**src/rtl/multicycle_main_control.sv**
```systemverilog
// multicycle_main_control: multicycle FSM for RV32 LW/SW/BEQ/R-type.
// It drives the datapath enables and selects, and keeps a retire count and a sticky illegal-opcode flag.
module multicycle_main_control #(
    parameter logic [6:0] OPC_R   = 7'b0110011,
    parameter logic [6:0] OPC_LW  = 7'b0000011,
    parameter logic [6:0] OPC_SW  = 7'b0100011,
    parameter logic [6:0] OPC_BEQ = 7'b1100011,
    parameter int         CNT_W   = 32
) (
    input  logic             clk,
    input  logic             rst_n,
    input  logic [6:0]       opcode,
    input  logic             mem_ready,
    input  logic             zero,
    output logic [1:0]       ALU_Op,
    output logic             ALUSrcA,
    output logic [1:0]       ALUSrcB,
    output logic             IorD,
    output logic             MemRead,
    output logic             MemWrite,
    output logic             IRWrite,
    output logic             PCWrite,
    output logic             PCSource,
    output logic             RegWrite,
    output logic             MemtoReg,
    output logic [3:0]       state_out,
    output logic             illegal_instr,
    output logic [CNT_W-1:0] instr_count
);
    typedef enum logic [3:0] {
        IDLE      = 4'd0,
        FETCH     = 4'd1,
        DECODE    = 4'd2,
        MEM_ADDR  = 4'd3,
        MEM_READ  = 4'd4,
        MEM_WB    = 4'd5,
        MEM_WRITE = 4'd6,
        EXECUTE   = 4'd7,
        R_WB      = 4'd8,
        BRANCH    = 4'd9,
        TRAP      = 4'd10
    } state_t;

    state_t state, next_state;
    logic   retire;

    always_ff @(posedge clk or negedge rst_n) begin
        if (!rst_n) begin
            state         <= IDLE;
            illegal_instr <= 1'b0;
            instr_count   <= '0;
        end else begin
            state <= next_state;
            if (next_state == TRAP)
                illegal_instr <= 1'b1;
            if (retire)
                instr_count <= instr_count + CNT_W'(1);
        end
    end

    always_comb begin
        next_state = IDLE;
        case (state)
            IDLE:      next_state = FETCH;
            FETCH:     next_state = mem_ready ? DECODE : FETCH;
            DECODE:    next_state = (opcode == OPC_LW || opcode == OPC_SW) ? MEM_ADDR :
                                    (opcode == OPC_R)   ? EXECUTE :
                                    (opcode == OPC_BEQ) ? BRANCH : TRAP;
            MEM_ADDR:  next_state = (opcode == OPC_LW) ? MEM_READ : MEM_WRITE;
            MEM_READ:  next_state = mem_ready ? MEM_WB : MEM_READ;
            MEM_WB:    next_state = FETCH;
            MEM_WRITE: next_state = mem_ready ? FETCH : MEM_WRITE;
            EXECUTE:   next_state = R_WB;
            R_WB:      next_state = FETCH;
            BRANCH:    next_state = FETCH;
            TRAP:      next_state = TRAP;
            default:   next_state = IDLE;
        endcase
    end

    // Every instruction completes by moving into FETCH from one of its final states.
    assign retire = (next_state == FETCH) && (state != IDLE) && (state != FETCH);
    assign state_out = state;

    always_comb begin
        ALU_Op   = 2'b00;
        ALUSrcA  = 1'b0;
        ALUSrcB  = 2'b00;
        IorD     = 1'b0;
        MemRead  = 1'b0;
        MemWrite = 1'b0;
        IRWrite  = 1'b0;
        PCWrite  = 1'b0;
        PCSource = 1'b0;
        RegWrite = 1'b0;
        MemtoReg = 1'b0;
        case (state)
            FETCH: begin
                MemRead = 1'b1;
                ALUSrcB = 2'b01;
                IRWrite = mem_ready;
                PCWrite = mem_ready;
            end
            DECODE:   ALUSrcB = 2'b10;
            MEM_ADDR: begin
                ALUSrcA = 1'b1;
                ALUSrcB = 2'b10;
            end
            MEM_READ: begin
                MemRead = 1'b1;
                IorD    = 1'b1;
            end
            MEM_WB: begin
                RegWrite = 1'b1;
                MemtoReg = 1'b1;
            end
            MEM_WRITE: begin
                MemWrite = 1'b1;
                IorD     = 1'b1;
            end
            EXECUTE: begin
                ALUSrcA = 1'b1;
                ALU_Op  = 2'b10;
            end
            R_WB:     RegWrite = 1'b1;
            BRANCH: begin
                ALUSrcA  = 1'b1;
                ALU_Op   = 2'b01;
                PCSource = 1'b1;
                PCWrite  = zero;
            end
            default: ;
        endcase
    end
endmodule

```
**config.mk**
```make
export PLATFORM = sky130hd
export DESIGN_NAME = multicycle_main_control
export DESIGN_NICKNAME = d
export VERILOG_FILES = /design/src/rtl/multicycle_main_control.sv
export SDC_FILE = /design/constraint.sdc
export NUM_CORES = 1
export LEC_CHECK = 0
export ABC_AREA = 1
export CAP_MARGIN = 10
export CORE_UTILIZATION = 45
export DETAILED_ROUTE_END_ITERATION = 7
export GPL_ROUTABILITY_DRIVEN = 0
export PLACE_DENSITY = 0.71
export SLEW_MARGIN = 20
export SYNTH_ARGS = -nofsm -noshare
export SYNTH_HDL_FRONTEND = slang
export SYNTH_SLANG_ARGS = --single-unit
```
**constraint.sdc**
```tcl
create_clock -name clk -period 3.7 [get_ports clk]
set_clock_uncertainty 0.05 [all_clocks]
set_input_delay 0.37 -clock clk [delete_from_list [all_inputs] [get_ports clk]]
set_output_delay 0.37 -clock clk [all_outputs]
set_load 0.1 [all_outputs]
```
; ---- Word level (Yosys, flattened, before mapping)
; Index checks and enable logic that the tools add are counted.
; W data, S select, Z words.
[classes]
addsub = 1
eq_ne = 17
muxes = 19
n_reduce_logical = 11
[ops]
columns = cell, count
row1 = $add A32 B1 Y32 const B, 1
row2 = $pmux W4 S8, 1
row3 = $eq A4 B3 Y1 const B, 4
row4 = $eq A4 B4 Y1 const B, 4
row5 = $eq A7 B6 Y1 const B, 2
row6 = $mux W1, 9
row7 = $eq A4 B1 Y1 const B, 2
row8 = $eq A4 B2 Y1 const B, 2
row9 = $mux W4, 2
row10 = $pmux W2 S2, 2
row11 = $reduce_or A2 Y1, 4
row12 = $eq A7 B2 Y1 const B, 1
row13 = $eq A7 B7 Y1 const B, 1
row14 = $mux W2, 3
row15 = $logic_not A4 Y1, 1
row16 = $ne A4 B1 Y1 const B, 1
row17 = $reduce_bool A4 Y1, 1
row18 = $reduce_or A4 Y1, 1
row19 = $mux W3, 1
row20 = $reduce_or A3 Y1, 1
row21 = $logic_and A1 B1 Y1, 2
row22 = $pmux W1 S2, 1
row23 = $logic_or A1 B1 Y1, 1
[word_totals]
register_bits = 37
input_bits = 11
output_inout_bits = 50

; ---- Longest topological paths before layout
[depth]
depth_word = 8
depth_mapped = 12

; ---- Least setup slack after synthesis
; Ideal clock, no wire load.
[synth_path]
path_type = flip-flop to output port
startpoint = register state[0] (netlist: state_out[0])
endpoint = output ALUSrcA
arrival_ns = 3.321
required_time_ns = 3.280
slack_ns = -0.041
stages_incl_launch_ff = 3
path_cell_list = dfrtp_1 -> nand2_1 -> o21ai_0
[synth_between]
elab_chain_len = 3
word_cells_on_any_way = 5
classes_between = 3 x eq/ne / 1 x mux / 1 x reduce/logical
[synth_rtl]
columns = item, line_no
row1 = "start, declared", 44  ; state_t state, next_state;
row2 = "start signal, assigned", 53  ; state <= next_state;
row3 = "$eq A4 B4 Y1, or another cell as far along", 97  ; case (state)
row4 = $reduce_or A3 Y1 (no source line) *, n/a
row5 = $mux W1 *, 97
row6 = "end, declared", 16  ; output logic ALUSrcA,
; Every way passes the cells marked *; elsewhere a longest branch is shown, timed or not.

; ---- Worst setup path after layout
[layout_path]
startpoint = register state[1] (netlist: state_out[1])
endpoint = output ALU_Op[0]
[layout_between]
elab_chain_len = 2
word_cells_on_any_way = 3
classes_between = 2 x eq/ne / 1 x mux
[layout_rtl]
columns = item, line_no
row1 = $eq A4 B4 Y1 / $eq A4 B3 Y1 (equally long branches), 97
row2 = $pmux W2 S2 *, 97
row3 = "end, declared", 15  ; output logic [1:0] ALU_Op,
; Marks and branches as above.

==> out/metrics.csv <==
stage;metric;value;unit
floorplan;die_width;80.3;um
global_routing;grt_pass1_vias;2478;
drt;postRouteAntennaNets;0;
timing;rsz0062_at_grt;false;
global_routing;gr-total-overflow;0;
critical_path;crit_arrival;2.37;ns
critical_path;path_max_fanout;7;
yosys;syn_inst;410;
power_and_ir_drop;leakagePower;1.67;nW
final_layout;fill_cells;581;
cts;post_cts_buffers;0;
yosys;synth.top_cell.area_share;33.6;%
yosys;synth_area;0.00276;mm2
timing;min_period_over_period;75.4;%
run_status;status;finished, final reports clean;
final_layout;areaGrowthSynthToFinish;24.7;%
yosys;yosysTopAreaCell;dfrtp_1;
power_and_ir_drop;power_density;679;mW/mm2
drt;drt_iter0_drc;147;
floorplan;fp.dieArea;0.00644;mm2
yosys;ys_ff_latch;37;
worst_hold_path;worstHoldPathType;primary input to async pin;
yosys;yosysSeqAreaShare;33.6;%
floorplan;std_cell_rows;28;
timing;min_period;2.79;ns
critical_path;cpPeakStageDelay;1.13;ns
drt;vias_per_cell;4.99;
final_layout;antenna_cells;0;
cts;root_buffer;clkbuf_8;
cts;clk_latency;0.29;ns
placed_design;io_buffers;60;
final_layout;layout-drive-gt1-share;7.48;%
timing;setup_viol;0;
cts;post_cts_resized;0;
yosys;syn_avg_cell_area;6.73;um2
drt;drc;0;
critical_path;crit_required;3.28;ns
placed_design;hpwl;5.06;mm
yosys;synth_area_leaders;dfrtp_1 (34%), nand2_1 (23%), nand3_1 (7.3%), nor2_1 (7.1%), inv_1 (4.4%);
power_and_ir_drop;ir_drop;734;uV
drt;totalWireLength;6.54;mm
critical_path;start_kind;flop;
critical_path;cp_common_cell;inv_1;
yosys;synth_nets;422;
timing;slew_headroom;34.8;%
cts;postCtsHoldBufs;0;
floorplan;core_area;0.00592;mm2
cts;clockBufferDepth;2;
timing;tightest_slew;0.975;ns
floorplan;fp.dieH;80.3;um
critical_path;cp_cell_sequence;inv_2, nand2_4, inv_1, nand2_1, inv_1, clkdlybuf4s50_1;
global_routing;grtUsageTotal;22.3;%
global_routing;antenna_found_initial;0;
timing;fin_hold_ws;0.117;ns
cts;cts-htree-levels;2;
job;cap_violations;0;
timing;final_max_slew_viol_count;0;
final_layout;final_cell_mix;nand2_1 (168), clkdlybuf4s50_1 (57), nor2_1 (52), nand3_1 (40), dfrtp_1 (37);
timing;timing.fmax;358;MHz
final_layout;seq_area;926;um2
cts;cts.sinks;37;
critical_path;crit_type;flop to output pin;
floorplan;pin_count;61;
yosys;synth-warning-count;0;
critical_path;cp_slowest_cell;clkdlybuf4s50_1;
timing;fin_setup_tns;0;ns
cts;path_clk_slew;0.07;ns
final_layout;final_common_cell;nand2_1;
yosys;ys_types;27;
drt;first_pass_iters;5;
final_layout;multi_input_area;0.00160;mm2
cts;cts_tree;yes;
critical_path;endpoint_kind;output pin;
final_layout;layout.nets;479;
drt;vias;2708;
timing;hold_violations;0;
floorplan;start_util;46.6;%
drt;post_drt_wl_per_cell;12.0;um
global_routing;grt_max_degree;38;
global_routing;grt_pass1_wl;11.2;mm
cts;cts_buffers;5;
[path summary, 6_finish.rpt]
kind	start	end	slack [ns]	depth (start not counted)
min	rst_n	instr_count[14]$_DFFE_PN0P_	0.12	1
max	state_out[1]$_DFF_PN0_	ALU_Op[0]	0.91	6
max reg2reg	instr_count[0]$_DFFE_PN0P_	instr_count[28]$_DFFE_PN0P_	1.50	10
min in group clk	illegal_instr$_DFFE_PN0N_	illegal_instr$_DFFE_PN0N_	0.43	1
max in group asynchronous	rst_n	instr_count[24]$_DFFE_PN0P_	2.97	1
min reg2reg	illegal_instr$_DFFE_PN0N_	illegal_instr$_DFFE_PN0N_	0.43	1
[flip-flops by register name, indices dropped and copies added (netlist names)]
name	flops
illegal_instr	1
state_out	4
instr_count	32
[layout make-up]
cell class                 count  share of cell area [%]
timing repair buffer          60                    17.2
sequential                    37                    26.9
clock buffer                   7                    2.80
clock inverter                 1                   0.146
multi-input combinational    328                    46.4
inverter                      35                    3.82
tap                           75                    2.73
[per-layer routing]
| layer | GRT usage [%] | part of all wire [%] | wire (um) | up-vias |
|---|---|---|---|---|
| li1 | - | - | - | 1394 |
| met1 | 29.5 | 47 | 3080 | 1234 |
| met2 | 36.8 | 48 | 3110 | 75 |
| met3 | 3.52 | 4.6 | 300 | 5 |
| met4 | 7.50 | 0.58 | 38 | 0 |
| met5 | 0 | 0 | 0 | - |
[power by group]
group / leakage [nW] / total, W / internal [W] / switching (W)
registers: 0.504 / 0.000522 / 0.000448 / 0.0000741
logic: 1.12 / 0.00150 / 0.000323 / 0.00118
clock network: 0.0542 / 0.000309 / 0.000168 / 0.000141
total: 1.67 / 0.00233 / 0.000939 / 0.00139
[kinds of logic (layout without fill, tap and decap cells)]
logic type,after synthesis,after routing,synth area share (%)
buffers and inverters,45,103,8.58
adders and majority gates,1,1,0.454
xor gates and xnor gates,22,22,6.99
DFF,37,37,33.6
AOI/OAI and AO/OA,5,5,1.41
and+or+nand+nor,300,300,49.0
[cells in the mapped netlist]
cell type	number
nand2_1	168
nor3_1	8
clkbuf_4	1
nand2_2	5
o21bai_1	1
buf_4	1
nand4_4	1
xnor2_1	10
buf_6	8
nor2_2	5
nor2_8	1
nand3_2	1
nand4_1	3
nand2_4	4
inv_1	32
xor2_1	12
nand3b_1	9
a21oi_4	1
nor2_4	2
nand3_1	40
a21oi_1	1
nand3_4	1
dfrtp_1	37
inv_2	3
nor2_1	52
ha_1	1
o21ai_0	2
[through the flow]
step / util (%) / setup WS, ns / cells / total power, W / area (um2)
3_3_place_gp: 56.4 / 1.24 / 535 / 0.00203 / 3340
3_5_place_dp: 56.4 / 1.19 / 535 / 0.00204 / 3340
4_1_cts: 58.1 / 0.896 / 543 / 0.00236 / 3440
5_1_grt: 58.1 / 0.806 / 543 / 0.00249 / 3440
6_report: 58.1 / 0.909 / 543 / 0.00233 / 3440
2_1_floorplan: - / 0.233 / 410 / 0.00189 / 2760
[worst max-delay path: cells and delay by family, from the launching register on]
family	cells	cell delay, ns
buf+inv	4	1.43
flops	1	0.47
simple gates	2	0.16
(Power assumes the default switching activity.)
